--- src/rtl/cdb_pkg.sv ---
// Shared definitions for the Common Data Bus write-back path: bus widths,
// producer indices, opcode encodings and the {tag, data} entry that every
// producer hands to the arbiter.
package cdb_pkg;

    // Bus geometry shared by the producers, the arbiter and the snoopers.
    localparam int NUM_SRC = 3;
    localparam int DATA_W  = 16;
    localparam int TAG_W   = 3;
    localparam int DEPTH   = 2;

    // Width of the granted-source index on the bus.
    localparam int SRC_W   = (NUM_SRC > 1) ? $clog2(NUM_SRC) : 1;

    // Width of one buffered result.
    localparam int ENTRY_W = TAG_W + DATA_W;

    // Producer indices: which functional unit drives which arbiter input.
    localparam int SRC_ADD = 0;
    localparam int SRC_MUL = 1;
    localparam int SRC_LD  = 2;

    // Opcode encodings used by the issue logic feeding these units.
    localparam logic [3:0] OP_ADD = 4'b0000;
    localparam logic [3:0] OP_SUB = 4'b0001;
    localparam logic [3:0] OP_LD  = 4'b0010;
    localparam logic [3:0] OP_SD  = 4'b0011;
    localparam logic [3:0] OP_MUL = 4'b0100;

    // One finished result: destination register tag plus its value.
    typedef struct packed {
        logic [TAG_W-1:0]  tag;
        logic [DATA_W-1:0] data;
    } cdb_entry_t;

    // Round-robin successor of a source index, wrapping at NUM_SRC.
    function automatic logic [SRC_W-1:0] rr_next(input logic [SRC_W-1:0] idx);
        logic [SRC_W-1:0] nxt;
        if (idx == SRC_W'(NUM_SRC - 1)) begin
            nxt = '0;
        end else begin
            nxt = idx + SRC_W'(1);
        end
        return nxt;
    endfunction

endpackage

--- src/rtl/cdb_src_fifo.sv ---
// Per-producer result buffer: a small power-of-two FIFO with an occupancy
// count, a synchronous flush that empties it, and a head that is always
// visible so the arbiter can look at it before deciding to pop.
module cdb_src_fifo
    import cdb_pkg::*;
#(
    parameter int DEPTH = 2
) (
    input  logic               clk_i,
    input  logic               rst_ni,
    input  logic               flush_i,
    input  logic               push_i,
    input  logic               pop_i,
    input  logic [ENTRY_W-1:0] wdata_i,
    output logic [ENTRY_W-1:0] rdata_o,
    output logic               empty_o,
    output logic               full_o
);

    localparam int PTR_W = (DEPTH > 1) ? $clog2(DEPTH) : 1;
    localparam int CNT_W = $clog2(DEPTH + 1);

    logic [PTR_W-1:0] wr_ptr_q, wr_ptr_d;
    logic [PTR_W-1:0] rd_ptr_q, rd_ptr_d;
    logic [CNT_W-1:0] count_q, count_d;
    cdb_entry_t       mem_q [DEPTH];

    // Pointer and count update; a flush beats any push or pop in the same cycle.
    always_comb begin
        wr_ptr_d = wr_ptr_q;
        rd_ptr_d = rd_ptr_q;
        count_d  = count_q;
        if (flush_i) begin
            wr_ptr_d = '0;
            rd_ptr_d = '0;
            count_d  = '0;
        end else begin
            if (push_i) begin
                wr_ptr_d = wr_ptr_q + PTR_W'(1);
            end
            if (pop_i) begin
                rd_ptr_d = rd_ptr_q + PTR_W'(1);
            end
            case ({push_i, pop_i})
                2'b10:   count_d = count_q + CNT_W'(1);
                2'b01:   count_d = count_q - CNT_W'(1);
                default: count_d = count_q;
            endcase
        end
    end

    // Pointer and count registers, cleared by the asynchronous reset.
    always_ff @(posedge clk_i or negedge rst_ni) begin
        if (!rst_ni) begin
            wr_ptr_q <= '0;
            rd_ptr_q <= '0;
            count_q  <= '0;
        end else begin
            wr_ptr_q <= wr_ptr_d;
            rd_ptr_q <= rd_ptr_d;
            count_q  <= count_d;
        end
    end

    // Storage array; contents are only meaningful below the count, so no reset.
    always_ff @(posedge clk_i) begin
        if (push_i && !flush_i) begin
            mem_q[wr_ptr_q] <= cdb_entry_t'(wdata_i);
        end
    end

    assign rdata_o = mem_q[rd_ptr_q];
    assign empty_o = (count_q == '0);
    assign full_o  = (count_q == CNT_W'(DEPTH));

endmodule

--- src/rtl/cdb_arbiter.sv ---
// Common Data Bus arbiter: buffers finished results from each functional unit
// and broadcasts exactly one of them per cycle, round-robin, on a registered
// valid/tag/data/source bus snooped by the register file and the stations.
// Optional macro CDB_BYPASS_EN lets a result arriving at an empty buffer
// compete for the bus in the same cycle and skip the buffer when it wins.
module cdb_arbiter
    import cdb_pkg::*;
#(
    parameter int DEPTH = cdb_pkg::DEPTH
) (
    input  logic                      clk_i,
    input  logic                      rst_ni,
    input  logic                      flush_i,
    input  logic [NUM_SRC-1:0]        src_valid_i,
    output logic [NUM_SRC-1:0]        src_ready_o,
    input  logic [NUM_SRC*TAG_W-1:0]  src_tag_i,
    input  logic [NUM_SRC*DATA_W-1:0] src_data_i,
    output logic                      cdb_valid_o,
    output logic [TAG_W-1:0]          cdb_tag_o,
    output logic [DATA_W-1:0]         cdb_data_o,
    output logic [SRC_W-1:0]          cdb_src_o
);

    logic [NUM_SRC-1:0] fifo_empty;
    logic [NUM_SRC-1:0] fifo_full;
    logic [NUM_SRC-1:0] fifo_push;
    logic [NUM_SRC-1:0] fifo_pop;
    logic [NUM_SRC-1:0] src_live;
    logic [NUM_SRC-1:0] head_valid;
    logic [NUM_SRC-1:0] head_bypass;
    logic [ENTRY_W-1:0] src_entry  [NUM_SRC];
    logic [ENTRY_W-1:0] fifo_rdata [NUM_SRC];
    cdb_entry_t         head_entry [NUM_SRC];

    logic               grant_valid;
    logic [SRC_W-1:0]   grant_idx;
    cdb_entry_t         grant_entry;

    logic [SRC_W-1:0]   rr_ptr_q, rr_ptr_d;
    logic               cdb_valid_q, cdb_valid_d;
    logic [TAG_W-1:0]   cdb_tag_q, cdb_tag_d;
    logic [DATA_W-1:0]  cdb_data_q, cdb_data_d;
    logic [SRC_W-1:0]   cdb_src_q, cdb_src_d;

    // One buffer per producer; tag 0 means "no destination" and is never stored.
    for (genvar i = 0; i < NUM_SRC; i++) begin : g_src
        assign src_entry[i]   = {src_tag_i[i*TAG_W +: TAG_W], src_data_i[i*DATA_W +: DATA_W]};
        assign src_live[i]    = src_valid_i[i] && (src_tag_i[i*TAG_W +: TAG_W] != '0);
        assign src_ready_o[i] = !fifo_full[i];

        cdb_src_fifo #(
            .DEPTH (DEPTH)
        ) u_fifo (
            .clk_i   (clk_i),
            .rst_ni  (rst_ni),
            .flush_i (flush_i),
            .push_i  (fifo_push[i]),
            .pop_i   (fifo_pop[i]),
            .wdata_i (src_entry[i]),
            .rdata_o (fifo_rdata[i]),
            .empty_o (fifo_empty[i]),
            .full_o  (fifo_full[i])
        );
    end

    // Candidate head per source: the buffered head, or the live input when bypass is built in.
    always_comb begin
        for (int i = 0; i < NUM_SRC; i++) begin
`ifdef CDB_BYPASS_EN
            head_bypass[i] = fifo_empty[i] && src_live[i];
`else
            head_bypass[i] = 1'b0;
`endif
            head_valid[i] = !fifo_empty[i] || head_bypass[i];
            head_entry[i] = head_bypass[i] ? cdb_entry_t'(src_entry[i]) : cdb_entry_t'(fifo_rdata[i]);
        end
    end

    // Round-robin search starting at rr_ptr; the first source with a head wins.
    always_comb begin
        int cand;
        cand        = 0;
        grant_valid = 1'b0;
        grant_idx   = '0;
        grant_entry = '0;
        for (int off = 0; off < NUM_SRC; off++) begin
            cand = (int'(rr_ptr_q) + off) % NUM_SRC;
            if (!grant_valid && head_valid[cand]) begin
                grant_valid = 1'b1;
                grant_idx   = SRC_W'(cand);
                grant_entry = head_entry[cand];
            end
        end
    end

    // Buffer control: pop the granted buffered head, push live results unless they bypassed.
    always_comb begin
        fifo_push = '0;
        fifo_pop  = '0;
        for (int i = 0; i < NUM_SRC; i++) begin
            if (!flush_i) begin
                fifo_pop[i]  = grant_valid && (grant_idx == SRC_W'(i)) && !fifo_empty[i];
                fifo_push[i] = src_live[i] && !fifo_full[i]
                               && !(grant_valid && (grant_idx == SRC_W'(i)) && head_bypass[i]);
            end
        end
    end

    // Next broadcast and pointer: a grant loads the bus, otherwise payload holds and valid drops.
    always_comb begin
        rr_ptr_d    = rr_ptr_q;
        cdb_valid_d = 1'b0;
        cdb_tag_d   = cdb_tag_q;
        cdb_data_d  = cdb_data_q;
        cdb_src_d   = cdb_src_q;
        if (grant_valid && !flush_i) begin
            cdb_valid_d = 1'b1;
            cdb_tag_d   = grant_entry.tag;
            cdb_data_d  = grant_entry.data;
            cdb_src_d   = grant_idx;
            rr_ptr_d    = rr_next(grant_idx);
        end
    end

    // Registered bus and round-robin pointer, cleared by the asynchronous reset.
    always_ff @(posedge clk_i or negedge rst_ni) begin
        if (!rst_ni) begin
            rr_ptr_q    <= '0;
            cdb_valid_q <= 1'b0;
            cdb_tag_q   <= '0;
            cdb_data_q  <= '0;
            cdb_src_q   <= '0;
        end else begin
            rr_ptr_q    <= rr_ptr_d;
            cdb_valid_q <= cdb_valid_d;
            cdb_tag_q   <= cdb_tag_d;
            cdb_data_q  <= cdb_data_d;
            cdb_src_q   <= cdb_src_d;
        end
    end

    assign cdb_valid_o = cdb_valid_q;
    assign cdb_tag_o   = cdb_tag_q;
    assign cdb_data_o  = cdb_data_q;
    assign cdb_src_o   = cdb_src_q;

endmodule

--- config.mk ---
export PLATFORM = sky130hd
export DESIGN_NAME = cdb_arbiter
export DESIGN_NICKNAME = d
export VERILOG_FILES = /design/src/rtl/cdb_pkg.sv /design/src/rtl/cdb_src_fifo.sv /design/src/rtl/cdb_arbiter.sv
export SDC_FILE = /design/constraint.sdc
export NUM_CORES = 1
export LEC_CHECK = 0
export CORE_MARGIN = 2
export CORE_UTILIZATION = 41
export DETAILED_ROUTE_END_ITERATION = 8
export GPL_TIMING_DRIVEN = 0
export PLACE_DENSITY_LB_ADDON = 0.25
export SLEW_MARGIN = 20
export SYNTH_ARGS = -nofsm -noshare
export SYNTH_HDL_FRONTEND = slang
export SYNTH_HIERARCHICAL = 1
export SYNTH_SLANG_ARGS = --single-unit
--- constraint.sdc ---
create_clock -name clk_i -period 5.4 [get_ports clk_i]
set_clock_uncertainty 0.15 [all_clocks]
set_input_delay 1.08 -clock clk_i [delete_from_list [all_inputs] [get_ports clk_i]]
set_output_delay 1.08 -clock clk_i [all_outputs]
set_load 0.03 [all_outputs]
# == Word level (Yosys, flattened, before mapping) ==
# Memory sizes are Yosys's and may differ from the RTL's.
# Index checks and enable logic that the tools add are counted.
# totals
out_inout_bits,25
latch_bits,0
n_memories,3
input_bits,63
reg_bits,36
rom_bits,0
wordCells,157
mem_bits_rw,114
# mem_list
name,depth,width,rd,rd_ports_with_merged_regs,wr,line,source
g_src[0].u_fifo.mem_q,2,19,1,0,1,cdb_src_fifo.sv:26,cdb_entry_t mem_q [DEPTH];
g_src[1].u_fifo.mem_q,2,19,1,0,1,cdb_src_fifo.sv:26,
g_src[2].u_fifo.mem_q,2,19,1,0,1,cdb_src_fifo.sv:26,
# op_classes
mul,0
magnitude_cmp,6
shifts,0
reduce_logical,43
muxes,59
n_addsub,15
n_div,3
n_bitwise,3
n_eq_ne,11
# op_table
cell,n
19-bit 2-to-1 mux,9
19-bit binary-select mux with 2-bit select,3
"32-bit by 3-bit >= comparator with 1-bit output, second input constant",3
"32-bit by 4-bit < comparator with 1-bit output, second input constant",3
32-bit NOT,3
"32-bit by 3-bit remainder unit with 32-bit output, second input constant",2
1-bit 2-to-1 mux,34
"3-bit by 3-bit remainder unit with 32-bit output, second input constant",1
1-bit logical AND,18
3-bit nonzero test,6
"2-bit == test, second input constant",7
2-bit 2-to-1 mux,7
2-bit case mux with 2 select lines,3
2-bit nonzero test,6
1-bit logical NOT,9
"2-bit by 1-bit adder with 2-bit output, second input constant",4
"2-bit by 1-bit == test with 1-bit output, second input constant",4
2-bit logical NOT,4
"1-bit adder, second input constant",6
1-bit binary-select mux with 2-bit select,3
"2-bit by 1-bit subtractor with 2-bit output, second input constant",3
"2-bit by 1-bit adder with 3-bit output, second input constant",1
"2-bit by 2-bit adder with 3-bit output, second input constant",1

# == Depth between registers and ports, before layout ==
# Gate-level depths: netlist (run 1).
# depth
ltp_word,19
ltp_mapped,11
depth_no_buf,10

# == Hierarchy ==
# The synthesis (run 1) kept the hierarchy.
# modules_own_cells
mod,seq_area_each_um2,n_inst,area_each_um2,cells_per_inst
cdb_src_fifo (g_src[0].u_fifo ...),1241.2,2,1577.8,79
cdb_arbiter,600.6,1,2631.3,339
cdb_src_fifo (g_src[2].u_fifo),1241.2,1,1584.0,80

# == Least setup slack after synthesis (run 1) ==
# No wires, ideal clock.
# synth_path
kind,input -> register
startpoint,input flush_i
endpoint,"memory g_src[2].u_fifo/mem_q[0][0] in the netlist's numbering, enable pin"
stages,4
setup_ps,423
t_required_ps,4827
setup_slack_ps,1131
path_buffers,2
arrival_ps,3695
path_cell_list,clkbuf_1 clkbuf_1 nor4b_1 nor3b_1
# synth_between
elab_chain_cells,4
elab_cells_between_ends,5
cone_classes,3 x mux; 2 x reduce/logical
# synth_lines
element,line,source
start: declaration,cdb_arbiter.sv:13,"input logic flush_i,"
1-bit 2-to-1 mux,cdb_arbiter.sv:101,if (!flush_i) begin
net fifo_push[2],cdb_arbiter.sv:26,logic [NUM_SRC-1:0] fifo_push;
1-bit logical AND,cdb_src_fifo.sv:67,if (push_i && !flush_i) begin
1-bit 2-to-1 mux,cdb_src_fifo.sv:67,
1-bit 2-to-1 mux (not written as such),cdb_src_fifo.sv:68,mem_q[wr_ptr_q] <= cdb_entry_t'(wdata_i);
end: declaration,cdb_src_fifo.sv:26,
# The timed path passes the listed nets, and every way through them passes these cells.

# == Final worst setup path (run 1) ==
# layout_path
startpoint,input flush_i
endpoint,"memory g_src[1].u_fifo/mem_q[0][6] in the netlist's numbering, enable pin"
# layout_between
elab_chain_cells,4
elab_cells_between_ends,5
cone_classes,3 x mux; 2 x reduce/logical
# layout_lines
element,line
1-bit 2-to-1 mux,cdb_arbiter.sv:101
net fifo_push[1],cdb_arbiter.sv:26
1-bit logical AND,cdb_src_fifo.sv:67
1-bit 2-to-1 mux,cdb_src_fifo.sv:67
1-bit 2-to-1 mux (not written as such),cdb_src_fifo.sv:68
end: declaration,cdb_src_fifo.sv:26
# The timed path passes the listed nets, and every way through them passes these cells.

==> impl_results.md, run 1 <==
* Status: finished, final reports clean
* Unrepaired setup endpoints after global routing: no
* Routed wl met2 at 8658 um
* Initial Util at 0.4146
* Largest net degree at the start of global routing at 20
* Die width at 138.1 um
* Req. time, crit path at 5.37 ns
* DRT iter0 DRCs at 308
* Initial antenna violation count at 0
* #FFs+latches synth at 150
* Gp weighted congestion at 0.8442
* Min Tclk post-route at 4.954 ns
* Vias per cell at 5.466
* Fmax achieved at 201.9 MHz
* CTS clock-pin slew for the worst setup and hold paths at 0.06 ns
* Worst-Skew Late Latency at 0.42 ns
* Post-cts hold buffer count at 0
* Critical Path Source Type: input pin
* First-pass DRT Iterations at 5
* Setup bufs post-CTS at 0
* WL final at 18970 um
* Sequential area share after synthesis at 0.5867
* Mux share of post-synthesis cell area at 0.1613
* Cell taking the most area after synthesis: edfxtp_1
* MaxCap Viol Count at 0
* Remaining DRCs at 0
* Maximum buffer depth of the clock tree at 2
* Pins Over Slew Limit at 0
* Worst-margin pin slew at 0.9519 ns
* Sink Count at 150
* Antenna-violating nets left at 0
* Worst hold path type: register to register
* I/O pins at 88
* Cell variety after synth at 47
* Most frequent CP cell: clkbuf_1
* Top-area cell type share of the netlist area at 0.4644
* Core box area at 17780 um2
* Final HPWL DP at 13700 um
* Setup crit end kind: register
* Post-cts resize count at 0
* Critical path peak fanout at 19
* Die area at 19070 um2
* CP Data Arrival Time at 4.92 ns
* Vias in the first global route at 5208
* Share of cells above drive strength 1 at 0.1553
* Total CTS buffers at 17
* Max stage delay on crit path at 0.92 ns
* Syn Nets at 644
* NumNets Final at 756
* Gr usage total at 0.2029
* Setup TNS at 0 ns
* Hold Fails Final Rpt at 0
* Clock Tree Root: clkbuf_16
* Adder-cell share of the synthesized area at 0.006790
* Port Buf Inserts at 87
* CTS tree: yes
* Leak pwr at 3.212 nW
* EDFF count, synth at 114
* Post-Syn Instances at 577
* P&R area growth vs syn at 24.78%
* Top-count cell post-synth: edfxtp_1
* Post-Route M1 WL at 8911 um
* DR WL/cell at 20.38 um
* Post-Syn Area per Cell at 12.77 um2
* Final setup vio count at 0
* Total chip power at 4.995 mW
* Synth warn at 6
* Met3 WL at 1091 um
* XOR/XNOR Fraction of Synth Area at 0.01307
* Largest family of logic cells by synthesized area: multiplexers
* Die Y at 138.1 um
* Slowest cell on crit path: nor4b_1
* ANT cells at 0
* PwrDens at 543.1 nW/um2
* Overflow after GRT at 0
* Cell breakdown of the critical path: clkdlybuf4s50_1 -> clkbuf_1 -> clkbuf_1 -> nor4b_1 -> nor3b_2 -> buf_4
* WS Path Type: input pin to register
* Slew headroom at 0.3565
* Post-synth top cells: edfxtp_1 (114), mux2i_1 (52), nand2_1 (48)
* Most area-consuming cells after synthesis: edfxtp_1 (46%), dfrtp_1 (12%), mux2i_1 (7.1%)
* Final instance area at 9198 um2
* Vias post-DR at 5089
* Global-route wire length before repair at 29680 um
* CTS H-tree depth at 4
* Part of the cycle the worst path needs at 0.9174
* # rows at 49
* Synth Cell Area at 7371 um2
* Ys flop type: edfxtp_1
* Worst vdd ir at 0.2803 mV
* Simple-gate share of the synthesized area at 0.09336
* Synth Area in Compound Gates at 0.1108
* Top Metal Used: met4
* Post-DP Area at 8607 um2
* Post-synth ARST share at 0.2400
-- placed cells by master (no fill, tap or decap), drive strengths merged, types with 2 or more instances in the layout --
cell type / count
a21o: 5
a21oi: 21
a31o: 5
a31oi: 19
and2: 6
and3b: 6
buf: 32
bufinv: 3
clkbuf: 35
clkdlybuf4s50: 86
clkinv: 2
clkinvlp: 2
dfrtp: 36
edfxtp: 114
ha: 4
inv: 9
mux2: 59
mux2i: 52
nand2: 48
nor2: 33
nor2b: 7
nor3: 7
nor3b: 10
nor4b: 8
o211ai: 11
o21ai: 46
o2bb2ai: 14
xnor2: 8
xor2: 3
-- worst max-delay path: cells and delay by family --
family	cells	cell delay, ns
and+or+nand+nor	2	1.71
buffers and inverters	4	2.11
-- metal layers --
layer / GRT usage / up-vias
met4: 0.07143 / 0
li1: - / 2400
met3: 0.04399 / 22
met1: 0.2916 / 2489
met5: 0 / -
met2: 0.3061 / 178
-- report_power, final --
group | total, mW | leakage (nW) | internal (mW) | switching (mW)
logic | 2.33 | 1.45 | 0.888 | 1.45
clock network | 1.18 | 0.276 | 0.738 | 0.443
registers | 1.48 | 1.49 | 1.39 | 0.0868
total | 5.00 | 3.21 | 3.02 | 1.98
-- path summary, 6_finish.rpt --
check	cells past startpoint	startpoint	slack, ns	end
worst max-delay path	6	flush_i	0.45	g_src[1].u_fifo/mem_q[0][6]$_DFFE_PP_
worst min-delay path	1	cdb_src_o[0]$_DFFE_PN0P_	0.33	cdb_src_o[0]$_DFFE_PN0P_
worst max register to register	9	rr_ptr_q[0]$_DFFE_PN0P_	2.00	g_src[2].u_fifo/count_q[1]$_DFFE_PN0P_
worst min register to register	1	cdb_src_o[0]$_DFFE_PN0P_	0.33	cdb_src_o[0]$_DFFE_PN0P_
max in group asynchronous	2	rst_ni	4.14	g_src[2].u_fifo/rd_ptr_q$_DFFE_PN0P_
min in group asynchronous	1	rst_ni	0.48	g_src[1].u_fifo/wr_ptr_q$_DFFE_PN0P_
-- through the flow --
| step | util | worst slack (ns) | hold WS [ns] | cells |
|---|---|---|---|---|
| 6_report | 0.5173 | 0.4459 | 0.3324 | 931 |
| 5_1_grt | 0.5173 | 0.2041 | 0.3446 | 931 |
| 4_1_cts | 0.5170 | 0.4486 | 0.3368 | 931 |
| 3_5_place_dp | 0.4841 | 0.03703 | 0.3229 | 899 |
| 3_3_place_gp | 0.4797 | -1.232 | 0.3151 | 893 |
| 2_1_floorplan | - | 1.131 | 0.3517 | 577 |
-- area by class of cell --
| type | count | area [um2] |
|---|---|---|
| timing repair buffer | 93 | 934.6 |
| clock buffer | 24 | 461.7 |
| fill | 1536 | 8582 |
| multi-input combinational | 383 | 2861 |
| sequential | 150 | 4324 |
| clock inverter | 8 | 122.6 |
| tap | 229 | 286.5 |
| buffer | 36 | 176.4 |
| inverter | 8 | 30.03 |
-- registers in the layout (all words and copies together) (netlist names) --
signal                 cells
g_src.u_fifo/mem_q       114
cdb_data_o                16
g_src.u_fifo/count_q       6
cdb_tag_o                  3
g_src.u_fifo/rd_ptr_q      3
g_src.u_fifo/wr_ptr_q      3
cdb_src_o                  2
rr_ptr_q                   2
cdb_valid_o                1
-- cells by family after synthesis --
logic type | after synthesis
AO/OA/AOI/OAI | 128
multiplexers | 111
flip-flops | 150
AND/OR/NAND/NOR | 129
buffers and inverters | 44
XOR/XNOR | 11
adder cells (fa/ha/maj) | 4
Power figures use the tool's default switching activity.
==> inputs of run 2 (changes only) <==
- ABC_CLOCK_PERIOD_IN_PS: default -> 5400
- CORE_ASPECT_RATIO: default -> 1.75
- CTS_BUF_LIST: default -> sky130_fd_sc_hd__clkbuf_16
==> run 2 against run 1 <==
Against the previous run:
- sequential share of layout area is the same
- worst hold slack lost 0.0062 ns
- utilization grew 0.72 points
- critical path depth is the same
- first-iteration DRC count grew 19%
- via count grew 2.4%
- clock power is essentially flat
- count of clock-buffer cells in the layout shrank 7
- combinational power is essentially flat
- register-to-register slack gained 0.11 ns
- critical path type unchanged
==> impl_results.md, run 2 (synthesis gave the netlist of run 1 again) <==
* Antenna-violating nets left at 0 (unchanged)
* Setup crit end kind: register (unchanged)
* I/O pins at 88 (unchanged)
* Leak pwr at 3.216 nW (was 3.212 nW)
* Critical Path Source Type: input pin (unchanged)
* Number of fillers in the final layout at 1503 (was 1536)
* Vias in the first global route at 5417 (was 5208)
* Worst-margin pin slew at 1.010 ns (was 0.9519 ns)
* Number of flip-flops in the largest register at 114 (unchanged)
* Gr usage total at 0.2061 (was 0.2029)
* M3 GR Usage at 0.03087 (was 0.04399)
* Port Buf Inserts at 87 (unchanged)
* Die width at 105.4 um (was 138.1 um)
* WL final at 19050 um (was 18970 um)
* Total CTS buffers at 17 (unchanged)
* Hold Crit Depth at 1 (unchanged)
* Status: finished, final reports clean (unchanged)
* Share of cells above drive strength 1 at 0.1626 (was 0.1553)
* Final HPWL DP at 13930 um (was 13700 um)
* Setup bufs post-CTS at 0 (unchanged)
* PwrDens at 546.0 nW/um2 (was 543.1 nW/um2)
* Part of the cycle the worst path needs at 0.9242 (was 0.9174)
* Top reg by flops: g_src.u_fifo/mem_q (unchanged)
* Worst vdd ir at 0.2383 mV (was 0.2803 mV)
* Clock Tree Root: clkbuf_16 (unchanged)
* CTS H-tree depth at 4 (unchanged)
* Slowest cell on crit path: nor4b_1 (unchanged)
* CP Data Arrival Time at 4.96 ns (was 4.92 ns)
* Post-cts resize count at 0 (unchanged)
* Cell breakdown of the critical path: clkdlybuf4s50_1 -> clkbuf_1 -> clkbuf_1 -> nor4b_1 -> nor3b_2 -> buf_4 (unchanged)
* GR peak layer: met2 (unchanged)
* Flop pwr share at 0.294 (was 0.296)
* Hold Fails Final Rpt at 0 (unchanged)
* Min Tclk post-route at 4.991 ns (was 4.954 ns)
* Maximum buffer depth of the clock tree at 2 (unchanged)
* CTS tree: yes (unchanged)
* # rows at 64 (was 49)
* Initial antenna violation count at 0 (unchanged)
* Fmax achieved at 200.4 MHz (was 201.9 MHz)
* Post-DP Area at 8598 um2 (was 8607 um2)
* P&R area growth vs syn at 24.78% (unchanged)
* First-pass DRT Iterations at 7 (was 5)
* Most frequent CP cell: clkbuf_1 (unchanged)
* WS Path Type: input pin to register (unchanged)
* Overflow after GRT at 0 (unchanged)
* Die Y at 181.4 um (was 138.1 um)
* Total chip power at 5.022 mW (was 4.995 mW)
* Worst hold path type: register to register (unchanged)
* NumNets Final at 755 (was 756)
* Pins Over Slew Limit at 0 (unchanged)
* Sink Count at 150 (unchanged)
* GR Util met1 at 0.2460 (was 0.2916)
* Final setup vio count at 0 (unchanged)
* Initial Util at 0.4203 (was 0.4146)
* Post-route core utilization at 0.5245 (was 0.5173)
* Worst-Skew Late Latency at 0.42 ns (about the same)
* Most frequent cells in the layout: edfxtp_1 (114), clkdlybuf4s50_1 (86), mux2i_1 (52) (unchanged)
* Gp weighted congestion at 0.8788 (was 0.8442)
* Vias per cell at 5.590 (was 5.466)
* Core box area at 17540 um2 (was 17780 um2)
* Clock network fraction of total power at 0.239 (was 0.236)
* Commonest non-fill, non-tap cell in the layout: edfxtp_1 (unchanged)
* Setup TNS at 0 ns (unchanged)
* Slew headroom at 0.3169 (was 0.3565)
* Reg2Reg Depth at 11 (was 9)
* Internal power at 2.972 mW (was 3.019 mW)
* Critical path peak fanout at 19 (unchanged)
* Unrepaired setup endpoints after global routing: no (unchanged)
* Psw at 2.050 mW (was 1.976 mW)
* Global-route wire length before repair at 29840 um (was 29680 um)
* DRT iter0 DRCs at 368 (was 308)
* Comb power frac at 0.466 (was 0.467)
* Max stage delay on crit path at 0.98 ns (was 0.92 ns)
* Sw frac at 0.4082 (was 0.3955)
* Largest net degree at the start of global routing at 22 (was 20)
* Die area at 19110 um2 (was 19070 um2)
* MaxCap Viol Count at 0 (unchanged)
* Req. time, crit path at 5.37 ns (about the same)
* Buf+Inv Stages, Crit Path at 4 (unchanged)
* CTS clock-pin slew for the worst setup and hold paths at 0.06 ns (about the same)
* Remaining DRCs at 0 (unchanged)
* Final instance area at 9198 um2 (unchanged)
* Post-cts hold buffer count at 0 (unchanged)
* Met2 Usage GRT at 0.3608 (was 0.3061)
* DR WL/cell at 20.44 um (was 20.38 um)
* Vias post-DR at 5210 (was 5089)
* Crit path max-delay family: buffers and inverters (unchanged)
* Crit. path cell count at 6 (unchanged)
* ANT cells at 0 (unchanged)
==> run 2: worst reg2reg max path, delay by kind of cell, from the launching register on <==
kind / cells / cell delay [ns]
buffers and inverters: 3 / 0.48
flip-flops: 1 / 0.42
adder cells (fa/ha/maj): 1 / 0.14
AO/OA/AOI/OAI: 3 / 0.62
AND/OR/NAND/NOR: 3 / 0.97
multiplexers: 1 / 0.35
==> run 2: area by class of cell <==
type | count | area (um2) | share of cell area
Sequential cell | 150 | 4324 | 0.4701
Multi-Input combinational cell | 383 | 2861 | 0.3111
Timing Repair Buffer | 92 | 923.4 | 0.1004
Clock buffer | 17 | 425.4 | 0.04625
Tap cell | 231 | 289.0 | 0.03142
Buffer | 36 | 176.4 | 0.01918
Clock inverter | 15 | 167.7 | 0.01823
Inverter | 8 | 30.03 | 0.003265
==> run 2: power by group through the flow <==
stage / clock (mW) / combinational, mW / sequential (mW)
floorplan: 0 / 1.42 / 1.63
global placement: 0 / 2.28 / 1.49
detailed placement: 0 / 2.31 / 1.50
CTS: 1.22 / 2.32 / 1.48
global route: 1.27 / 2.53 / 1.49
finish: 1.20 / 2.34 / 1.48
==> run 2: worst paths after layout <==
path,end,from,slack [ns]
setup / recovery,g_src[2].u_fifo/mem_q[0][4]$_DFFE_PP_,flush_i,0.41
hold / removal,cdb_src_o[1]$_DFFE_PN0P_,cdb_src_o[1]$_DFFE_PN0P_,0.33
setup reg to reg,g_src[2].u_fifo/count_q[1]$_DFFE_PN0P_,rr_ptr_q[0]$_DFFE_PN0P_,2.11
hold reg to reg,cdb_src_o[1]$_DFFE_PN0P_,cdb_src_o[1]$_DFFE_PN0P_,0.33
max in group asynchronous,rr_ptr_q[1]$_DFFE_PN0P_,rst_ni,4.10
min in group asynchronous,cdb_data_o[9]$_DFFE_PN0P_,rst_ni,0.48
==> run 2: metal layers <==
layer / vias up / wire [um]
met1: 2601 / 7724
met5: - / 0
met2: 176 / 10030
li1: 2401 / -
met4: 0 / 533
met3: 32 / 768
==> run 2: metrics by stage <==
step,hold WS [ns],cells,setup slack [ns]
2_1_floorplan,0.3517,577,1.131
6_report,0.3262,932,0.4093
3_5_place_dp,0.3163,900,-0.08621
5_1_grt,0.3365,932,0.2246
4_1_cts,0.3301,932,0.3957
3_3_place_gp,0.3114,895,-1.231
==> inputs of run 3 (changes only) <==
- SETUP_SLACK_MARGIN: default -> 0.3
==> run 3 against run 2 <==
Against the previous run:
- clock power barely moved
- first-iteration DRC count rose by 15%
- critical path depth rose by 1
- sequential share of layout area barely moved
- final cell count did not move
- register-to-register slack got worse by 0.02 ns
- sequential power barely moved
- utilization barely moved
- die area did not move
- setup slack improved by 0.35 ns
- largest power group unchanged
==> impl_results.md, run 3 (synthesis gave the netlist of run 1 again) <==
* CTS H-tree depth at 4 (unchanged)
* Core box area at 17540 um2 (unchanged)
* Die area at 19110 um2 (unchanged)
* Final instance area at 9204 um2 (was 9198 um2)
* Maximum buffer depth of the clock tree at 2 (unchanged)
* WL final at 19000 um (was 19050 um)
* # rows at 64 (unchanged)
* Register-to-register path setup slack at 2.09 ns (was 2.11 ns)
* Gr usage total at 0.2061 (unchanged)
* Total CTS buffers at 17 (unchanged)
* Post-DP Area at 8598 um2 (unchanged)
* Final HPWL DP at 13930 um (unchanged)
* CTS clock-pin slew for the worst setup and hold paths at 0.06 ns (about the same)
* Vias in the first global route at 5417 (unchanged)
* Post-cts hold buffer count at 0 (unchanged)
* Worst-margin pin slew at 0.9883 ns (was 1.010 ns)
* Setup crit end kind: register (unchanged)
* Gp weighted congestion at 0.8788 (unchanged)
* Die width at 105.4 um (unchanged)
* Post-cts resize count at 0 (unchanged)
* DR WL/cell at 20.38 um (was 20.44 um)
* P&R area growth vs syn at 24.87% (was 24.78%)
* Vias post-DR at 5198 (was 5210)
* Worst-Skew Late Latency at 0.42 ns (about the same)
* Slew headroom at 0.3319 (was 0.3169)
* Sink Count at 150 (unchanged)
* NumNets Final at 755 (unchanged)
* Reg2Reg Depth at 11 (unchanged)
* Part of the cycle the worst path needs at 0.8589 (was 0.9242)
* Total chip power at 5.021 mW (was 5.022 mW)
* Post-route core utilization at 0.5248 (was 0.5245)
* Internal power at 2.972 mW (about the same)
* Initial antenna violation count at 0 (unchanged)
* Leak pwr at 3.218 nW (was 3.216 nW)
* DRT iter0 DRCs at 425 (was 368)
* Req. time, crit path at 5.37 ns (about the same)
* Global-route wire length before repair at 29840 um (unchanged)
* Remaining DRCs at 0 (unchanged)
* MaxCap Viol Count at 0 (unchanged)
* Initial Util at 0.4203 (unchanged)
* Share of cells above drive strength 1 at 0.1641 (was 0.1626)
* Setup bufs post-CTS at 0 (unchanged)
* ANT cells at 0 (unchanged)
* Vias per cell at 5.577 (was 5.590)
* Min Tclk post-route at 4.638 ns (was 4.991 ns)
* Clock Tree Root: clkbuf_16 (unchanged)
* Reg2reg end: g_src[2].u_fifo/count_q[1]$_DFFE_PN0P_ (unchanged)
* Hold Crit Start: cdb_src_o[1]$_DFFE_PN0P_ (unchanged)
* Critical Path Source Type: input pin (unchanged)
* Post-route setup slack at 0.7622 ns (was 0.4093 ns)
* Sw frac at 0.4080 (was 0.4082)
* Antenna-violating nets left at 0 (unchanged)
* Endpoint, Worst Hold: cdb_src_o[1]$_DFFE_PN0P_ (unchanged)
* CP Data Arrival Time at 4.61 ns (was 4.96 ns)
* Flop pwr share at 0.295 (was 0.294)
* Worst R2R Start: rr_ptr_q[0]$_DFFE_PN0P_ (unchanged)
* Top reg by flops: g_src.u_fifo/mem_q (unchanged)
* Hold Crit Depth at 1 (unchanged)
* Psw at 2.048 mW (was 2.050 mW)
* CTS tree: yes (unchanged)
* Worst hold path type: register to register (unchanged)
* Comb power frac at 0.467 (was 0.466)
* I/O pins at 88 (unchanged)
* Critical path peak fanout at 19 (unchanged)
* Final setup vio count at 0 (unchanged)
* Pins Over Slew Limit at 0 (unchanged)
* Overflow after GRT at 0 (unchanged)
* Port Buf Inserts at 87 (unchanged)
* Fmax achieved at 215.6 MHz (was 200.4 MHz)
* First-pass DRT Iterations at 5 (was 7)
* Most frequent cells in the layout: edfxtp_1 (114), clkdlybuf4s50_1 (86), mux2i_1 (52) (unchanged)
* Clock network fraction of total power at 0.238 (was 0.239)
* Die Y at 181.4 um (unchanged)
* Commonest non-fill, non-tap cell in the layout: edfxtp_1 (unchanged)
* Pre-CTS WS at -0.08621 ns (unchanged)
* Number of flip-flops in the largest register at 114 (unchanged)
* WS Path Type: input pin to register (unchanged)
* Status: finished, final reports clean (unchanged)
* Hold Fails Final Rpt at 0 (unchanged)
* Worst vdd ir at 0.2380 mV (was 0.2383 mV)
* Largest net degree at the start of global routing at 22 (unchanged)
* Unrepaired setup endpoints after global routing: no (unchanged)
* Number of fillers in the final layout at 1503 (unchanged)
* PwrDens at 545.5 nW/um2 (was 546.0 nW/um2)
==> run 3: cell types whose count changed in the layout (fill, tap and decap cells not counted) <==
cell / change
nor4b_1: -1
nor4b_2: +1
==> run 3: worst max-delay path by stage <==
stage	startpoint	end	slack (ns)	cells past startpoint
2_1_floorplan	flush_i	g_src[2].u_fifo/mem_q[0][0]$_DFFE_PP_	1.13	4
3_3_place_gp	flush_i	g_src[1].u_fifo/mem_q[0][8]$_DFFE_PP_	-1.23	5
3_5_place_dp	flush_i	g_src[2].u_fifo/mem_q[0][8]$_DFFE_PP_	-0.09	6
4_1_cts	flush_i	g_src[2].u_fifo/mem_q[0][4]$_DFFE_PP_	0.40	6
5_1_grt	flush_i	g_src[0].u_fifo/mem_q[0][8]$_DFFE_PP_	0.52	6
6_report	flush_i	g_src[1].u_fifo/mem_q[0][4]$_DFFE_PP_	0.76	7
==> run 3: layout make-up <==
type,instances,area (um2),share of cell area
tap,231,289.0,0.03140
timing repair buffer,92,923.4,0.1003
multi-input combinational,383,2868,0.3116
sequential,150,4324,0.4698
clock inverter,15,167.7,0.01822
inverter,8,30.03,0.003263
buffer,36,176.4,0.01917
clock buffer,17,425.4,0.04622
==> run 3: routing by layer <==
layer  part of all wire  vias up  global-route usage
li1                   -     2405                   -
met1               0.40     2554              0.2460
met2               0.52      203              0.3608
met3              0.047       36             0.03087
met4              0.030        0             0.09813
met5                  0        -                   0
==> run 3: stage by stage <==
step | std cells | TNS, ns | hold slack [ns]
6_report | 932 | 0 | 0.3253
5_1_grt | 932 | 0 | 0.3365
4_1_cts | 932 | 0 | 0.3301
3_5_place_dp | 900 | -1.470 | 0.3163
3_3_place_gp | 895 | -65.11 | 0.3114
2_1_floorplan | 577 | 0 | 0.3517
==> run 3: worst max-delay path: stages <==
cell and delay [ns]:
clkdlybuf4s50_1 0.85, clkbuf_1 0.44, clkbuf_1 0.45, nor4b_1 0.97, nor3b_2 0.35, buf_4 0.23
buf_4 0.22
==> run 3: power groups by stage <==
stage               sequential, mW  combinational [mW]  clock [mW]
CTS                           1.48                2.32        1.22
detailed placement            1.50                2.31           0
global route                  1.49                2.53        1.27
finish                        1.48                2.34        1.20
global placement              1.49                2.28           0
floorplan                     1.63                1.42           0
==> RTL edit 1: new RTL, config.mk and constraints of run 2 <==
The package constant `DATA_W` goes from 16 to 14.
--- a/src/rtl/cdb_pkg.sv
+++ b/src/rtl/cdb_pkg.sv
@@ -7,3 +7,3 @@
     localparam int NUM_SRC = 3;
-    localparam int DATA_W  = 16;
+    localparam int DATA_W  = 14;
     localparam int TAG_W   = 3;
Interface: changed (resized cdb_data_o and src_data_i); port bits go from 88 to 80. No check against the original RTL was run, so the function may have changed too.
==> RTL edit 1 against run 2 <==
Non-clock buffer count down 16. Critical path depth down 1. Sequential share of layout area down 1.5 points. Largest cell class unchanged. Power down 1.7%. Routed wire length down 11%. Area after synthesis down 6.8%. Worst setup slack better by 1.1 ns. Final area down 6.5%. Largest power group unchanged. Register-to-register slack better by 0.25 ns. Clock power down 3%. Sequential cell count down 14.
==> RTL edit 1: results <==
[cts]
postCtsSetupBuffers = 0
cts_resized = 0

[setup_path]
slowest_stage = "nor4b_1"
r2r-end = "g_src[0].u_fifo/count_q[1]"
critPathCapture = "g_src[1].u_fifo/mem_q[0][1]"
cp_top_family = "simple AND/OR/NAND/NOR gates"
crit_arrival_ns = 3.88
cp_max_fo = 24
reg2reg_slack_ns = 2.36
worstSetupStartpoint = "flush_i"

[yosys]
ys_async_sr_fraction_pct = 25.0
ys_types = 48
synth_edf_count = 102
synth_seq_area_share_pct = 57.0
synth_common_cells = "edfxtp_1 (102), nand2_1 (40), o21ai_0 (37)"
synth_warnings = 6
avgSynthCellArea_sq_um = 13.1
synth.net_count = 584
ys_top_cells_by_area = "edfxtp_1 (45%), dfrtp_1 (12%), mux2_4 (6.3%), mux2_2 (4.9%), mux2i_1 (4.1%)"

[global_routing]
grt_pass1_vias = 4714
grt_pass1_wl_microns = 26000
grt_max_degree = 25
grt_usage_pct = 19.7

[detailed_routing]
wl_per_cell_microns = 19.8
drt_wl_total_microns = 17000
firstDrtPassIters = 5
vias = 4640
drt-initial-drc-count = 266

[power]
p_leak_nw = 3.13
irDropWorstVdd_mv = 0.286

[placement]
pre_cts_ws_ns = 0.133
placed_cells = 830
place_congestion = 0.869
portBuffers = 79
hpwl_microns = 12500

[finish]
drive_gt1_share_pct = 21.2
largest_reg_flops = 102
fin_nets = 686
fill_cells = 1465

[sta]
period_needed_ns = 3.90
slew_headroom_pct = 32.0

[min_path]
hold_start = "cdb_src_o[1]"

[status]
outcome = "finished, final reports clean"
==> RTL edit 1: cell types whose count changed in the layout (fill, tap and decap cells not counted), sizes merged, moves of 5 or more <==
cell / delta
mux2i: -24
a32oi: +6
clkdlybuf4s50: -9
edfxtp: -12
a22o: +11
o211ai: -11
nor3b: +5
mux2: +17
o21ai: -9
o2bb2ai: -14
a31o: -5
nor4b: -5
nand2: -8
==> RTL edit 1: layer usage <==
metal | track usage, % | routed length (microns)
met3 | 3.36 | 813
met2 | 34.5 | 9110
met4 | 8.06 | 380
met1 | 23.6 | 6740
met5 | 0 | 0
==> RTL edit 1: layout make-up <==
| class | count | area share (%) |
|---|---|---|
| buffer | 29 | 2.27 |
| sequential | 136 | 45.5 |
| clock buffer | 17 | 4.95 |
| inverter | 8 | 0.378 |
| multi-input combinational | 350 | 32.0 |
| clock inverter | 15 | 1.94 |
| tap | 224 | 3.26 |
| timing repair buffer | 83 | 9.66 |
==> RTL edit 1: kinds of logic (layout without fill, tap and decap cells) <==
group	count (synthesis)	in the layout	synth area share, %
xor+xnor	10	10	1.28
fa+ha+maj	4	4	0.729
mux	104	104	18.1
compound gates	109	109	10.1
buf+inv	37	152	3.32
simple gates	123	123	9.42
flops	136	136	57.0
==> RTL edit 1: per-stage QoR <==
stage          util (%)  setup TNS, ns  instance area, sq um  hold slack, ns
4_1_cts            52.2              0                  8590           0.333
6_report           52.3              0                  8600           0.329
5_1_grt            52.3              0                  8600           0.351
3_3_place_gp       48.3         -39.40                  7940           0.310
2_1_floorplan         -              0                  6870           0.352
3_5_place_dp       48.6              0                  8000           0.320
==> RTL edit 1: report_power, final <==
group | total [mW] | internal (mW) | switching (mW)
registers | 1.35 | 1.27 | 0.0797
logic | 2.43 | 0.982 | 1.45
clock network | 1.16 | 0.688 | 0.467
total | 4.94 | 2.94 | 2.00
==> RTL edit 2: new RTL, flow settings as in run 2 <==
Without the edit above. `cdb_data_q` no longer has a reset.
--- a/src/rtl/cdb_arbiter.sv
+++ b/src/rtl/cdb_arbiter.sv
@@ -130,3 +130,2 @@
             cdb_tag_q   <= '0;
-            cdb_data_q  <= '0;
             cdb_src_q   <= '0;
@@ -136,5 +135,8 @@
             cdb_tag_q   <= cdb_tag_d;
-            cdb_data_q  <= cdb_data_d;
             cdb_src_q   <= cdb_src_d;
         end
+    end
+
+    always_ff @(posedge clk_i) begin
+        cdb_data_q <= cdb_data_d;
     end
Function: differs if rst_ni is asserted again (counterexample within 4 cycles, from zero or initial values and one cycle with rst_ni low); with rst_ni held inactive, the same outputs for 4 cycles.
==> RTL edit 2 against run 2 <==
Power up 3.7%. Final cell count fell by 7.2%. Routed wire length fell by 4.0%. Final area shrank 2.2%. Worst hold slack better by 0.013 ns. Sequential cell count unchanged. Area after synthesis fell by 2.5%. Non-clock buffer count fell by 9. Worst setup slack gained 0.50 ns. Register-to-register slack lost 0.23 ns. Largest power group unchanged.
==> RTL edit 2: results <==
[status]
outcome = "finished, final reports clean"

[power]
power_density_nw_per_um2 = 579
p_leak_nw = 3.08
p_int_mw = 3.17
power_frac_seq_pct = 30.1
irDropWorstVdd_mv = 0.377
combinationalPower_mw = 2.47

[min_path]
hold_path_depth = 1
min_path_type = "reg2reg"

[yosys]
synth.net_count = 578
synth_edf_count = 130
postSynthCellCount = 511
ys_async_sr_fraction_pct = 13.3
synth_seq_area_share_pct = 61.3
ys_top_cells_by_area = "edfxtp_1 (54%), mux2_2 (8.3%), dfrtp_1 (7.0%), mux2_1 (3.6%), mux2i_1 (2.9%)"
synth_warnings = 6
ys_types = 56
synth_common_cells = "edfxtp_1 (130), mux2_2 (53), nor2_1 (36)"

[placement]
hpwl_microns = 13900
placed_cells = 833
portBuffers = 87
place_congestion = 0.948
placed_area_sq_um = 8390
pre_cts_ws_ns = 0.334

[global_routing]
grt_usage_pct = 19.9
grt_pass1_vias = 4962
grt_pass1_wl_microns = 27100
grt_max_degree = 25
antenna_found_initial = 0

[detailed_routing]
drt_wl_total_microns = 18300
firstDrtPassIters = 4
drt-initial-drc-count = 260
wl_per_cell_microns = 21.2
vias = 4751

[cts]
numCtsBuffers = 17
ctsLongestPathBuffers = 2
cts-root-buf = "clkbuf_16"
ctsHtreeMaxLevel = 4
clock_latency_ns = 0.42
postCtsSetupBuffers = 0
cts_resized = 0
clk_pin_slew_ns = 0.06

[finish]
num_antenna_cells = 0
largest_reg_flops = 114
drive_gt1_share_pct = 19.6
regMostFlops = "g_src.u_fifo/mem_q"
fin_nets = 688

[setup_path]
reg2regPathDepth = 12
cp_top_family = "simple AND/OR/NAND/NOR gates"
cp_max_fo = 19
slowest_delay_ns = 0.90
slowest_stage = "nor4b_1"
crit_arrival_ns = 4.46

[sta]
maxSlewViolCount = 0
tightestPinTransition_ns = 1.04
==> RTL edit 2: cell types whose count changed after synthesis, moves of 9 or more <==
cell and change:
dfrtp_1 -16, a31oi_1 -19, mux2i_1 -31, o21ai_0 -31, mux2_2 +18, nand2_1 -31, edfxtp_1 +16, o2bb2ai_1 -12
a22oi_1 +9, o211ai_1 -10
==> RTL edit 2: routing by layer <==
metal / up-vias / part of all wire, % / GRT usage (%)
met1: 2368 / 33 / 18.1
met4: 0 / 3.5 / 10.4
li1: 2212 / - / -
met5: - / 0 / 0
met3: 33 / 3.1 / 3.31
met2: 138 / 60 / 41.3
==> RTL edit 2: worst paths after layout <==
kind                              startpoint                          end  slack, ns
min in group asynchronous             rst_ni     g_src[2].u_fifo/wr_ptr_q       1.05
worst max register to register   rr_ptr_q[0]   g_src[0].u_fifo/count_q[1]       1.88
worst min register to register  cdb_src_o[0]                 cdb_src_o[0]       0.34
max in group asynchronous             rst_ni   g_src[0].u_fifo/count_q[0]       3.43
worst min-delay path            cdb_src_o[0]                 cdb_src_o[0]       0.34
worst max-delay path                 flush_i  g_src[2].u_fifo/mem_q[0][0]       0.91
==> RTL edit 2: kinds of logic after synthesis <==
| group | share of synthesized area (%) |
|---|---|
| buf+inv | 2.30 |
| fa+ha+maj | 0.696 |
| compound gates | 10.9 |
| mux | 15.0 |
| flops | 61.3 |
| simple gates | 8.41 |
| xor+xnor | 1.34 |
==> RTL edit 2: area by class of cell <==
type | instances | area [sq um]
clock buffer | 17 | 425
tap | 231 | 289
timing repair buffer | 91 | 901
sequential | 150 | 4400
clock inverter | 15 | 168
fill | 1539 | 8310
buffer | 28 | 135
inverter | 8 | 30.0
multi-input combinational | 325 | 2640
